### src/rtl/dmem_arb_pkg.sv
// Shared types for the LSQ-to-dcache request arbiter.
// Holds the FSM state and round-robin grant encodings.
package dmem_arb_pkg;

  typedef enum logic [1:0] {
    IDLE,
    LOAD,
    STORE
  } state_t;

  typedef enum logic {
    GRANT_LOAD,
    GRANT_STORE
  } grant_t;

  function automatic logic [31:0] word_addr(
    input logic [31:0] a
  );
    return {a[31:2], 2'b00};
  endfunction

endpackage

### src/rtl/rr_arb2.sv
// Two-input round-robin select between load and store requesters.
// Ports: clk, rst, en (arbiter may grant), req_ld/req_st in, gnt_ld/gnt_st out.
module rr_arb2
  import dmem_arb_pkg::*;
#(
  parameter bit FIRST_GRANT_STORE = 1'b0
) (
  input  logic clk,
  input  logic rst,
  input  logic en,
  input  logic req_ld,
  input  logic req_st,
  output logic gnt_ld,
  output logic gnt_st
);

  grant_t last_q;
  grant_t last_d;

  // A grant is a transfer (ready follows valid), so last
  // winner updates on any grant.
  always_comb begin
    gnt_ld = en && req_ld
          && (!req_st || last_q == GRANT_STORE);
    gnt_st = en && req_st
          && (!req_ld || last_q == GRANT_LOAD);
    last_d = last_q;
    if (gnt_ld) begin
      last_d = GRANT_LOAD;
    end else if (gnt_st) begin
      last_d = GRANT_STORE;
    end
  end

  // Seeded with the loser so the first tie goes to the
  // configured side.
  always_ff @(posedge clk) begin
    if (rst) begin
      last_q <= FIRST_GRANT_STORE ? GRANT_LOAD
                                  : GRANT_STORE;
    end else begin
      last_q <= last_d;
    end
  end

endmodule

### src/rtl/dmem_ldst_arbiter.sv
// Merges ldq and stq dmem requests onto one blocking dcache port.
// Ports: ldq_*/stq_* valid-ready requests and resp pulses; dmem_* cache side.
module dmem_ldst_arbiter
  import dmem_arb_pkg::*;
#(
  parameter bit FIRST_GRANT_STORE = 1'b0
) (
  input  logic        clk,
  input  logic        rst,
  input  logic        ldq_valid,
  output logic        ldq_ready,
  input  logic [31:0] ldq_addr,
  input  logic [3:0]  ldq_rmask,
  output logic        ldq_resp,
  output logic [31:0] ldq_rdata,
  input  logic        stq_valid,
  output logic        stq_ready,
  input  logic [31:0] stq_addr,
  input  logic [3:0]  stq_wmask,
  input  logic [31:0] stq_wdata,
  output logic        stq_resp,
  output logic [31:0] dmem_addr,
  output logic [3:0]  dmem_rmask,
  output logic [3:0]  dmem_wmask,
  output logic [31:0] dmem_wdata,
  input  logic [31:0] dmem_rdata,
  input  logic        dmem_resp
);

  state_t      state_q, state_d;
  logic [31:0] addr_q, addr_d;
  logic [3:0]  rmask_q, rmask_d;
  logic [3:0]  wmask_q, wmask_d;
  logic [31:0] wdata_q, wdata_d;
  logic        gnt_ld, gnt_st;
  logic        unused_lo;

  assign unused_lo = ^{ldq_addr[1:0], stq_addr[1:0]};

  rr_arb2 #(
    .FIRST_GRANT_STORE(FIRST_GRANT_STORE)
  ) u_rr (
    .clk    (clk),
    .rst    (rst),
    .en     (state_q == IDLE),
    .req_ld (ldq_valid),
    .req_st (stq_valid),
    .gnt_ld (gnt_ld),
    .gnt_st (gnt_st)
  );

  assign ldq_ready  = gnt_ld;
  assign stq_ready  = gnt_st;
  assign dmem_addr  = addr_q;
  assign dmem_rmask = rmask_q;
  assign dmem_wmask = wmask_q;
  assign dmem_wdata = wdata_q;

  always_comb begin
    state_d   = state_q;
    addr_d    = addr_q;
    rmask_d   = rmask_q;
    wmask_d   = wmask_q;
    wdata_d   = wdata_q;
    ldq_resp  = 1'b0;
    stq_resp  = 1'b0;
    ldq_rdata = '0;
    unique case (state_q)
      IDLE: begin
        if (gnt_ld) begin
          state_d = LOAD;
          addr_d  = word_addr(ldq_addr);
          rmask_d = ldq_rmask;
          wmask_d = '0;
        end else if (gnt_st) begin
          state_d = STORE;
          addr_d  = word_addr(stq_addr);
          wmask_d = stq_wmask;
          wdata_d = stq_wdata;
          rmask_d = '0;
        end
      end
      LOAD: begin
        // Response forwarded combinationally in the
        // cache's resp cycle.
        if (dmem_resp) begin
          ldq_resp  = 1'b1;
          ldq_rdata = dmem_rdata;
          state_d   = IDLE;
          rmask_d   = '0;
        end
      end
      STORE: begin
        if (dmem_resp) begin
          stq_resp = 1'b1;
          state_d  = IDLE;
          wmask_d  = '0;
        end
      end
      default: begin
        state_d = IDLE;
        rmask_d = '0;
        wmask_d = '0;
      end
    endcase
  end

  always_ff @(posedge clk) begin
    if (rst) begin
      state_q <= IDLE;
      addr_q  <= '0;
      rmask_q <= '0;
      wmask_q <= '0;
      wdata_q <= '0;
    end else begin
      state_q <= state_d;
      addr_q  <= addr_d;
      rmask_q <= rmask_d;
      wmask_q <= wmask_d;
      wdata_q <= wdata_d;
    end
  end

  a_ld_mask: assert property (
    @(posedge clk) disable iff (rst)
    ldq_valid |-> ldq_rmask != 4'b0
  );

  a_st_mask: assert property (
    @(posedge clk) disable iff (rst)
    stq_valid |-> stq_wmask != 4'b0
  );

  a_one_ready: assert property (
    @(posedge clk) disable iff (rst)
    !(ldq_ready && stq_ready)
  );

endmodule

### config.mk
export PLATFORM = sky130hd
export DESIGN_NAME = dmem_ldst_arbiter
export DESIGN_NICKNAME = d
export VERILOG_FILES = /design/src/rtl/dmem_arb_pkg.sv /design/src/rtl/rr_arb2.sv /design/src/rtl/dmem_ldst_arbiter.sv
export SDC_FILE = /design/constraint.sdc
export NUM_CORES = 1
export LEC_CHECK = 0
export ABC_AREA = 1
export CAP_MARGIN = 20
export CORE_MARGIN = 2
export CORE_UTILIZATION = 38
export DETAILED_ROUTE_END_ITERATION = 10
export PLACE_DENSITY_LB_ADDON = 0.25
export SETUP_SLACK_MARGIN = 0.02
export SLEW_MARGIN = 20
export SYNTH_ARGS = -nofsm -noshare
export SYNTH_HDL_FRONTEND = slang
export SYNTH_SLANG_ARGS = --single-unit
### constraint.sdc
create_clock -name clk -period 2.7 [get_ports clk]
set_input_delay 0.81 -clock clk [delete_from_list [all_inputs] [get_ports clk]]
set_output_delay 0.81 -clock clk [all_outputs]
set_load 0.02 [all_outputs]
== Yosys cells after proc, flatten, opt, wreduce, memory -nomap -nowiden ==
Index checks and enable logic that the tools add are counted.
Cells by class
  equal/unequal tests: 6
  mux-type cells: 20
  bitwise logic cells: 4
  reductions and logical operators: 16
Operators by type and width (count)
  two-way mux 32 bit: 4
  one-hot mux 4 bit (3 select lines): 2
  two-way mux 4 bit: 5
  AND reduction 3 bit: 3
  two-way mux 2 bit: 3
  two-way mux 1 bit: 5
  logical AND 1 bit: 4
  != test 2 bit (second input constant): 2
  NOT 1 bit: 4
  one-hot mux 2 bit (2 select lines): 1
  AND reduction 2 bit: 2
  != test 3 bit (second input constant): 1
  equality test 2 x 1 -> 1 bit (second input constant): 1
  equality test 2 bit (second input constant): 1
  zero test 1 bit: 2
  zero test 2 bit: 1
  logical OR 1 bit: 2
  != test 2 x 1 -> 1 bit (second input constant): 1
  nonzero test 2 bit: 1
  OR reduction 2 bit: 1
Storage, ports and cells
  register bits: 75
  input port bits: 141

== Longest topological paths before layout ==
Gate-level depths: netlist (run 1).
  depth in word-level cells: 6
  depth in mapped cells: 12
  depth with buffers taken out: 10

== By module ==
Synthesis (run 1) repeated with hierarchy kept, for this count alone.
Second synthesis, totals
  cell total of the unflattened synthesis: 467
  area, all modules: 3438.3 um^2
By module, submodules not included
  dmem_ldst_arbiter: times used 1, cells each 455, area each 3367.0 um^2
  rr_arb2: times used 1, cells each 12, area each 71.3 um^2

== Worst setup path after synthesis (run 1) ==
No wires, ideal clock.
  path kind: input port to output port
  start: input port dmem_resp
  end: output port ldq_rdata[10]
  arrival time: 1.415 ns
  slack: 0.475 ns
  stages on the path: 3
  path through: nand2_1 -> clkbuf_1 -> nor2_1
On the way
  cells in the longest elaborated chain, start to end: 2
Ends and longest elaborated chain
  from (decl): RTL line dmem_ldst_arbiter.sv:27  | input logic dmem_resp
  two-way mux 32 bit: RTL line dmem_ldst_arbiter.sv:86  | if (dmem_resp) begin
  two-way mux 32 bit: RTL line dmem_ldst_arbiter.sv:68  | unique case (state_q)
  to (decl): RTL line dmem_ldst_arbiter.sv:15  | output logic [31:0] ldq_rdata,
No other way between the ends.

== Worst setup path after layout (run 1) ==
  start: input port stq_valid
  end: output port ldq_ready
On the way
  cells in the longest elaborated chain, start to end: 3
Ends and longest elaborated chain
  from (decl): RTL line dmem_ldst_arbiter.sv:16  | input logic stq_valid,
  zero test 1 bit: RTL line rr_arb2.sv:24  | && (!req_st || last_q == GRANT_STORE);
  logical OR 1 bit: RTL line rr_arb2.sv:24
  logical AND 1 bit: RTL line rr_arb2.sv:24
  to (decl): RTL line dmem_ldst_arbiter.sv:11  | output logic ldq_ready,
No other way between the ends.

==> results list, run 1 <==
- The worst pin sits at a relative slew slack of 63.1%.
- Yosys Warn Count: 0
- Standby leakage power: 3.24 nW
* Buffer count from post-CTS setup fixing: 0
* Fmax: 0.382 GHz
* Total length of routed wires: 12.0 mm
- In this run the deepest clock path goes through 2 buffers.
- Summing all flip-flop and latch instances after layout gives 1460 sq um.
- Setup repair after global routing missed its margin: no
* Chain of cells forming the critical path: clkdlybuf4s50_1 > nand2_1 > nand2_4 > inv_4 > clkdlybuf4s15_2
- Summed over all layers, the global routing overflow is 0.
- Post-CTS Hold Buffers: 0
* Worst hold-check slack: 0.487 ns
- At the pin with the least slew margin, the transition time is 0.553 ns.
* Via count normalized by instance count: 4.58
* Antenna violations before repair: 0
* Filler cells: 809
* Overall die height: 100 um
- On the final layout, the worst clock skew is 0.0143 ns.
- In the final routed layout, each cell accounts on average for 13.2 um.
- Area share of the largest cell type after synthesis: 41.5%
- Area of the multi-input gates: 1490 sq um
- Floorplan row count: 35
- Clock slew at reported path FFs: 0.08 ns
- After synthesis the netlist holds a flip-flop and latch count of 73.
- The min-delay analysis places its worst path in the category flip-flop to flip-flop.
- Dividing the synthesized area by the synthesized cell count gives 6.33 sq um.
- Length of the first detailed-routing pass in iterations: 7
- In this run the horizontal extent of the chip is 100 um.
* Part of the Yosys area used for sequential elements: 41.5%
- The number of clock buffers added by TritonCTS is 9.
* Global routing usage summed across all routing layers: 23.0%
- 249 I/O pins were placed.
* Post-synth design cell area: 3520 sq um
* Synth-to-Final Area Change: 74.3%
- The flow ran to the end, and the final reports show no timing, DRC or antenna violations.
- STA classifies the critical path startpoint as an input pin.
- Final net count: 937
- The first routing iteration left 100 violations.
- Counting distinct cell types in the post-synthesis netlist gives 23.
- Largest net degree at the start of global routing: 61
- Cell area power density: 884 nW/um^2
- Endpoint class of the critical path: primary output
* First-pass GRT wire length: 18.4 mm
* Post-DRT Antenna Nets: 0
- For the worst-skew pair, the clock arrives at the later sink with an insertion delay of 0.35 ns.
- In this run the tool buffered the top-level ports with 242 buffer cells.
* Required time at the worst-slack endpoint: 1.89 ns
- CTS tree: done
* Hold Vio Cnt, Final: 0
- In the synthesized netlist, the cells that appear most often are nand2_1 (115), nor2_1 (111), inv_1 (108), dfxtp_1 (73), o21ai_0 (52).
- Share of post-route cells with drive strength above 1: 9.40%
- Together, buffers and inverters on the worst path number 3.
- TritonCTS Sinks: 73
- The via count of the first global-routing pass is 3810.
- The worst-case IR drop observed on VDD is 0.531 mV.
- Summing over every cut layer, the via total after detailed routing is 4159.
* Period utilisation layout: 97.0%
- The die covers 10100 sq um.
- Clock root buffer: clkbuf_8
- Synth top area cells: dfxtp_1 (41%), nand2_1 (12%), nor2_1 (12%), inv_1 (12%), o21ai_0 (7.4%)
- Power, Total: 5.43 mW
- Max stage delay on crit path: 0.52 ns
- Weighted congestion reported at the end of routability-driven placement: 0.802
- The count of final max-slew check failures is 0.
* Detailed placer's ending HPWL: 8.98 mm
* Largest delay share family, worst path: buffers and inverters
- Total Neg Setup Slack: 0 ns
- Worst path slowest cell: clkdlybuf4s50_1
- The number of antenna diodes in the final layout is 0.
* Final min period: 2.62 ns
- nand2_1 is the most common cell in the netlist.
* Proportion of register bits with asynchronous set or reset after synthesis: 0%
- The tool flagged a number of max-cap violations equal to 0.
- The cell count after synthesis came out at 557.
- Number of enable flip-flop cells after synthesis: 0
- Core Region: 9110 sq um
- The largest total area in the synthesized netlist belongs to dfxtp_1.
* Critical Path AT: 1.81 ns
- For this configuration, the core starts out at a cell density of 38.7%.
* Detailed-route DRC error count: 0
- Startpoint-to-endpoint class of the critical path: input pin to primary output
- Count of endpoints failing setup in the final report: 0
- Dominant register cell in the synthesized netlist: dfxtp_1
- CTS H-tree depth: 3
- Worst Path Max Fanout: 3
[repair_timing]
item / in CTS / in global routing
gates resized for setup: 142 / 9
hold endpoints to repair: 0 / 0
cloned: 0 / 2
setup endpoints to repair: 36 / 21
[per-layer routing]
layer  wire length (um)  track usage (%)  vias up  share of wire [%]
li1                   -                -     2118                  -
met1               4270             23.0     1827                 36
met2               6320             44.2      188                 53
met3               1070             7.24       26                8.9
met4                352             8.54        0                2.9
met5                  0                0        -                  0
[state kept, by name (all words and copies together) (netlist names)]
register,flops
dmem_rmask,4
u_rr.last_q,1
state_q,2
dmem_wdata,32
dmem_addr,30
dmem_wmask,4
[power by group]
part	internal, mW	leakage, nW	switching, mW	total, mW
combinational	1.26	2.53	1.66	2.92
clock	0.446	0.100	0.466	0.912
sequential	1.43	0.604	0.169	1.60
[tightest hold or removal path, cell delays in order, from the launching register on]
cell and delay [ns]:
dfxtp_1 0.32, nor2_1 0.09, nor2_1 0.05
[area by class of cell]
cell class                 count  area share (%)
clock buffer                   9            2.02
clock inverter                 7            1.38
multi-input combinational    342            24.2
sequential                    73            23.8
inverter                     112            6.88
tap                          111            2.26
timing repair buffer         255            39.5
[path summary, 6_finish.rpt]
path,startpoint,to,slack [ns],depth (start not counted)
worst min register to register,dmem_wmask[3]$_SDFFE_PP0P_,dmem_wmask[3]$_SDFFE_PP0P_,0.49,2
worst max register to register,state_q[1]$_SDFFE_PP0P_,dmem_wdata[4]$_SDFFE_PP0P_,0.69,8
worst max-delay path,stq_valid,ldq_ready,0.08,5
worst min-delay path,dmem_wmask[3]$_SDFFE_PP0P_,dmem_wmask[3]$_SDFFE_PP0P_,0.49,2
[cells by family (layout without fill, tap and decap cells)]
group | after synthesis | in the layout | synth area share, %
adder cells (fa/ha/maj) | 3 | 3 | 1.07
AND/OR/NAND/NOR | 265 | 265 | 29.9
buffers and inverters | 143 | 383 | 16.8
flip-flops | 73 | 73 | 41.5
AO/OA/AOI/OAI | 72 | 72 | 10.7
other | 1 | 2 | 0.106
[cell usage in the layout, fill, tap and decap left out, drive strengths merged]
| cell | instances |
|---|---|
| dlygate4sd2 | 2 |
| clkbuf | 11 |
| o21bai | 1 |
| buf | 45 |
| ha | 3 |
| o211ai | 1 |
| clkinvlp | 2 |
| clkdlybuf4s50 | 204 |
| conb | 2 |
| a21oi | 7 |
| clkinv | 1 |
| nand3 | 35 |
| dfxtp | 73 |
| o21ai | 63 |
| clkdlybuf4s15 | 1 |
| nor2 | 112 |
| dlymetal6s2s | 1 |
| inv | 115 |
| nand2 | 118 |
| bufinv | 1 |
[metrics by stage]
stage	instances	utilization, %	area (sq um)	setup slack (ns)
6_report	909	67.4	6140	0.0816
5_1_grt	909	67.4	6140	0.0428
3_5_place_dp	891	66.2	6030	-0.441
3_3_place_gp	891	66.2	6030	-0.369
2_1_floorplan	558	-	3530	0.475
4_1_cts	907	66.7	6080	0.0247
Note: power is estimated with default switching activity, not from simulation.
==> inputs of run 2 (changes only) <==
--- a/config.mk
+++ b/config.mk
@@ -7,7 +7,7 @@
 export LEC_CHECK = 0
 export ABC_AREA = 1
 export CAP_MARGIN = 20
-export CORE_MARGIN = 2
+export CORE_MARGIN = 4
 export CORE_UTILIZATION = 38
 export DETAILED_ROUTE_END_ITERATION = 10
 export PLACE_DENSITY_LB_ADDON = 0.25
==> results list, run 2 (synthesis results as in run 1) <==
- The endpoint required time on the critical path is 1.89 ns (about the same).
- The area of combinational cells with multiple inputs came to 1490 sq um (+0.34%).
- The number of max-capacitance violations reported is 0 (unchanged).
- Pins Over Slew Limit: 0 (unchanged)
- The worst clock skew was 0.0150 ns (+0.000708 ns).
- Relative to the synthesized area, the layout overhead comes to 73.2%.
* Worst slew pin tran: 0.550 ns (-0.00318 ns)
- Endpoint class of the critical path: primary output
* Filler cells: 775 (-4.2%)
- The number of clock sinks came to 73 (unchanged).
* Overflow left after global routing: 0 (unchanged)
- The H-tree depth came to 3 (unchanged).
- The half-perimeter wire length of the detailed placement result was 9.59 mm (+6.8%).
- # diodes: 0 (unchanged)
* Overall die height: 104 um (+4.0%)
* Path length in cells of the critical path: 4 (-1)
- In the layout the commonest cells are clkdlybuf4s50_1 (205), nand2_1 (113), inv_1 (108).
- CTS tree: done
- Hold Crit Depth: 2 (unchanged)
- Clock root buffer: clkbuf_8
- Fmax: 0.393 GHz (+2.8%)
- Initial core utilization: 39.6% (+0.95 points)
- The share of final-layout standard cells stronger than drive strength 1 was 9.77% (+0.38 points).
* Final net count: 937 (unchanged)
- Largest delay share family, worst path: buffers and inverters
- The final setup violation count is 0 (unchanged).
* Number of global-route vias before repair: 3951 (+3.7%)
- The number of buffers created by CTS came to 9 (unchanged).
- Total via count after detailed routing: 4103 (-1.3%)
- Final min period: 2.55 ns (-0.0720 ns)
- First-pass GRT wire length: 19.5 mm (+6.1%)
* Mean routed wirelength per cell: 13.8 um (+4.2%)
- Core Region: 8890 sq um (-2.4%)
- I/O pins: 249 (unchanged)
* Chain of cells forming the critical path: clkdlybuf4s50_1 > buf_4 > a21oi_4 > buf_2
- Util after Layout: 68.7% (+1.2 points)
- Post-DRT Antenna Nets: 0 (unchanged)
- The final weighted congestion in routability-driven placement was 0.839 (+4.6%).
- Number of flip-flops under the largest register name: 32 (unchanged)
* Total length of routed wires: 12.5 mm (+3.9%)
- Antenna violations before repair: 0 (unchanged)
* Startpoint-to-endpoint class of the critical path: input pin to primary output
* Maximum count of clock buffers along a single path: 2 (unchanged)
- Floorplan row count: 34 (-2.9%)
* Length of the first detailed-routing pass in iterations: 4 (-3)
- Insertion delay to the later sink of the worst-skew pair: 0.34 ns (about the same)
- The slowest stage of the critical path belongs to the cell clkdlybuf4s50_1.
- The total instance count after detailed placement was 889 (-0.22%).
* Hold Vio Cnt, Final: 0 (unchanged)
- Period utilisation layout: 94.3% (-2.7 points)
- Count of input and output buffers: 242 (unchanged)
- The total buffers and inverters traversed by the critical path was 3 (unchanged).
- Global routing usage summed across all routing layers: 22.1% (-0.96 points)
* Worst reg2reg path depth: 8 (unchanged)
* Max stage delay on crit path: 0.43 ns (-0.09 ns)
- Worst Path Max Fanout: 2 (-1)
- The register area came to 1460 sq um (unchanged).
- Maximum vdd ir drop: 0.394 mV (-26%)
- Category of the worst setup path launch point: input pin
* Leading cell type in the layout, fill and taps excluded: clkdlybuf4s50_1
- The min-delay analysis places its worst path in the category flip-flop to flip-flop.
* Largest net degree at the start of global routing: 61 (unchanged)
- The flow ran to the end, and the final reports show no timing, DRC or antenna violations.
* Cell area power density: 868 nW/um^2 (-1.8%)
- Standby leakage power: 3.20 nW (-1.1%)
- The clock transition at the registers of the reported paths was 0.08 ns (about the same).
- The detail-routed via count per cell was 4.53 (-1.0%).
- Setup repair after global routing left no endpoint under its margin.
* Die Outline Area: 10900 sq um (+8.1%)
- Worst slew margin relative to its limit: 63.3% (+0.21 points)
- The data arrival time of the worst path was 1.74 ns (-0.07 ns).
- The count of unresolved DRC violations after routing came to 0 (unchanged).
* Buffer count from post-CTS setup fixing: 0 (unchanged)
- Count of non-filler cells in the finished layout: 906 (-0.33%)
- Iteration-0 DRC count of the detailed router: 159 (+59%)
* Die width: 104 um (+4.0%)
run 2: changes by cell type in the layout (fill, tap and decap cells not counted), moves of 2 or more:
cell and delta:
buf_4 +10, inv_8 -2, nor2_2 +4, buf_2 -8
nor2_1 -4, clkinv_2 +2
run 2: tightest hold or removal path, stage by stage, from the launching register on:
cell and delay [ns]:
dfxtp_1 0.32, nor2_1 0.09, nor2_1 0.05
run 2: final timing paths:
kind / start / end / slack [ns]
worst max-delay path: ldq_valid / stq_ready / 0.15
worst min-delay path: dmem_wmask[1]$_SDFFE_PP0P_ / dmem_wmask[1]$_SDFFE_PP0P_ / 0.49
worst max register to register: state_q[1]$_SDFFE_PP0P_ / dmem_wdata[13]$_SDFFE_PP0P_ / 0.69
worst min register to register: dmem_wmask[1]$_SDFFE_PP0P_ / dmem_wmask[1]$_SDFFE_PP0P_ / 0.49
run 2: area by class of cell:
class / instances / area share, %
timing repair buffer: 255 / 39.7
clock buffer: 10 / 2.09
clock inverter: 6 / 0.697
sequential: 73 / 23.9
inverter: 112 / 6.93
multi-input combinational: 342 / 24.4
tap: 108 / 2.21
run 2: metrics by stage:
step	setup slack, ns	power, mW	area (sq um)	hold WS [ns]	setup TNS, ns
finish	0.154	5.30	6110	0.495	0
global route	0.0830	5.71	6110	0.532	0
CTS	0.0328	5.33	6040	0.498	0
detailed placement	-0.425	4.61	6030	0.487	-13.57
floorplan	0.475	3.29	3530	0.481	0
global placement	-0.384	4.52	6030	0.472	-13.03
run 2: what timing repair did:
| action | in CTS | in global routing |
|---|---|---|
| cloned | 0 | 1 |
| pin swaps | 0 | 1 |
| gates resized for setup | 139 | 23 |
| endpoints found under the setup margin | 36 | 35 |
| hold buffers | 0 | 0 |
run 2: layer usage:
| metal | wire length (um) | track usage, % | vias up | part of all wire, % |
|---|---|---|---|---|
| met5 | 0 | 0 | - | 0 |
| met4 | 356 | 9.12 | 0 | 2.9 |
| met3 | 1280 | 8.26 | 25 | 10 |
| met2 | 6280 | 39.9 | 190 | 50 |
| met1 | 4560 | 22.8 | 1775 | 37 |
| li1 | - | - | 2113 | - |
run 2: power breakdown:
group          internal, mW  leakage (nW)  switching [mW]
clock                 0.336        0.0827           0.423
sequential             1.43         0.604           0.175
combinational          1.25          2.51            1.68
==> inputs of run 3 (changes only) <==
--- a/config.mk
+++ b/config.mk
@@ -7,6 +7,7 @@
 export LEC_CHECK = 0
 export ABC_AREA = 1
 export CAP_MARGIN = 20
+export CORE_ASPECT_RATIO = 0.7
 export CORE_MARGIN = 4
 export CORE_UTILIZATION = 38
 export DETAILED_ROUTE_END_ITERATION = 10
==> results list, run 3 (synthesis results as in run 1) <==
* Post-CTS Hold Buffers: 0 (unchanged)
* Cell area power density: 921 nW/um^2 (+6.1%)
- Leading cell type in the layout, fill and taps excluded: clkdlybuf4s50_1
* Category of the worst setup path launch point: input pin
- The worst hold slack across all endpoints came to 0.484 ns (-0.0111 ns).
- The path depth of the worst reg2reg path was 9 (+1).
* Buffer count from post-CTS setup fixing: 0 (unchanged)
- The minimum clock period was 2.53 ns (-0.0169 ns).
- Worst Path Max Fanout: 3 (+1)
- Overall die height: 88.6 um (-15%)
- The number of clock sinks is 73 (unchanged).
- Total CTS buffers: 9 (unchanged)
- Clock root buffer: clkbuf_16
- The die footprint was 10900 sq um (+0.22%).
* I/O pins: 249 (unchanged)
- CTS tree: done
- Class of the most critical hold timing path: flip-flop to flip-flop
- The register area came to 1460 sq um (unchanged).
- The count of final max-slew check failures came to 0 (unchanged).
* Maximum count of clock buffers along a single path: 2 (unchanged)
- The leakage component of the power came to 3.29 nW (+2.9%).
* Number of global-route vias before repair: 3854 (-2.5%)
- The number of antenna repair diodes came to 0 (unchanged).
* Result of the run: complete, no violations
- WL met1: 4.80 mm (+5.2%)
* Startpoint-to-endpoint class of the critical path: input pin to primary output
* Final setup slack of the worst path: 0.171 ns (+0.0169 ns)
- Filler cells: 752 (-3.0%)
* Total length of routed wires: 11.9 mm (-4.6%)
- WL met3: 942 um (-26%)
- Met2 WL post-DR: 5.95 mm (-5.3%)
* Count of endpoints failing setup in the final report: 0 (unchanged)
* Largest net degree at the start of global routing: 61 (unchanged)
- The peak clock frequency supported by timing is 0.395 GHz (+0.67%).
* Detailed-route DRC error count: 0 (unchanged)
- The clock transition at the registers of the reported paths was 0.05 ns (-0.03 ns).
- Weighted congestion reported at the end of routability-driven placement: 0.779 (-7.1%)
- The number of max-capacitance violations reported came to 0 (unchanged).
* Setup repair after global routing missed its margin: no
- The global router's overall resource usage is 20.8% (-1.3 points).
- Share of post-route cells with drive strength above 1: 10.1% (+0.36 points)
- Detailed placer's ending HPWL: 9.05 mm (-5.7%)
- Endpoint class of the critical path: primary output
- Length of the first detailed-routing pass in iterations: 5 (+1)
- The area of combinational cells with multiple inputs is 1500 sq um (+0.17%).
* Number of flip-flops under the largest register name: 32 (unchanged)
- Core Region: 9030 sq um (+1.6%)
* Util after Layout: 70.1% (+1.4 points)
* Hold Crit Depth: 2 (unchanged)
- Placement Setup Slack: -0.416 ns (+0.00841 ns)
- Compared with the post-synthesis result, the final layout area differs by 79.7%.
- Highest routed layer: met4
- The maximum ir drop on the vdd rail is 0.586 mV (+49%).
- The endpoint required time on the critical path is 1.89 ns (about the same).
- The library cells used most frequently in the layout, excluding fill and tap cells, are clkdlybuf4s50_1 (204), nand2_1 (113), inv_1 (108).
- Mean routed wirelength per cell: 12.9 um (-6.3%)
- The floorplan row count was 29 (-15%).
- The overall overflow remaining after global route is 0 (unchanged).
- Post-DRT Antenna Nets: 0 (unchanged)
- The worst-skew pair later-pin latency is 0.32 ns (-0.02 ns).
- The number of antenna violations at the first check in global routing is 0 (unchanged).
- The number of vias after detailed routing is 4088 (-0.37%).
* Total Neg Setup Slack: 0 ns (unchanged)
- The starting utilization of the core area was 39.0% (-0.63 points).
- The number of failing hold endpoints at the final stage came to 0 (unchanged).
* Clk_skew: 0.00635 ns (-0.00865 ns)
- The detail-routed via count per cell came to 4.43 (-2.2%).
- The total of buffers placed on input and output ports came to 242 (unchanged).
* First-pass GRT wire length: 18.1 mm (-7.1%)
* FF-to-FF setup slack: 0.98 ns (+0.29 ns)
* Period utilisation layout: 93.7% (-0.63 points)
- The post-layout net count was 938 (+0.11%).
- The data arrival time of the worst path is 1.72 ns (-0.02 ns).
* Die width: 123 um (+18%)
- CTS H-tree depth: 3 (unchanged)
* Iteration-0 DRC count of the detailed router: 177 (+11%)
## run 3: cell count changes in the layout (fill, tap and decap cells not counted), moves of 2 or more
cell       delta
buf_2         -7
bufinv_16     +2
buf_12        +2
clkbuf_16     +9
buf_4         +5
clkbuf_8      -8
## run 3: power by group
part	switching [mW]	internal [mW]	total, mW
sequential	0.168	1.43	1.60
combinational	1.66	1.29	2.95
clock	0.444	0.837	1.28
## run 3: layout make-up
cell class              instances  area share (%)
clock buffers                  10            3.77
clock inverters                 6            1.42
repair buffers                256            39.0
multi-input cells             342            23.6
inverters                     112            6.68
flip-flops and latches         73            23.1
well taps                     124            2.45
## run 3: timing repair
| action | 4_1_cts | 5_1_grt |
|---|---|---|
| endpoints found under the setup margin | 36 | 20 |
| gates cloned | 0 | 1 |
| resized for setup | 139 | 30 |
| pin swaps | 0 | 1 |
## run 3: per-stage QoR
stage / power [mW] / instance area [sq um] / instances
floorplan: 3.29 / 3530 / 558
global placement: 4.52 / 6090 / 906
detailed placement: 4.62 / 6090 / 906
CTS: 5.86 / 6250 / 922
global route: 6.26 / 6330 / 923
finish: 5.83 / 6330 / 923
## run 3: worst max-delay path, stage by stage
cell and delay [ns]:
clkdlybuf4s50_1 0.52, nand2_2 0.09, a21oi_4 0.12, buf_2 0.19
## run 3: final timing paths
path | start | end
worst max-delay path | stq_valid | stq_ready
worst min register to register | dmem_wmask[3]$_SDFFE_PP0P_ | dmem_wmask[3]$_SDFFE_PP0P_
worst max register to register | state_q[0]$_SDFFE_PP0P_ | dmem_wdata[31]$_SDFFE_PP0P_
worst min-delay path | dmem_wmask[3]$_SDFFE_PP0P_ | dmem_wmask[3]$_SDFFE_PP0P_
## run 3: metal layers
| layer | global-route usage (%) | vias to the layer above |
|---|---|---|
| li1 | - | 2121 |
| met1 | 23.4 | 1807 |
| met2 | 37.6 | 144 |
| met3 | 7.03 | 16 |
| met4 | 6.33 | 0 |
| met5 | 0 | - |
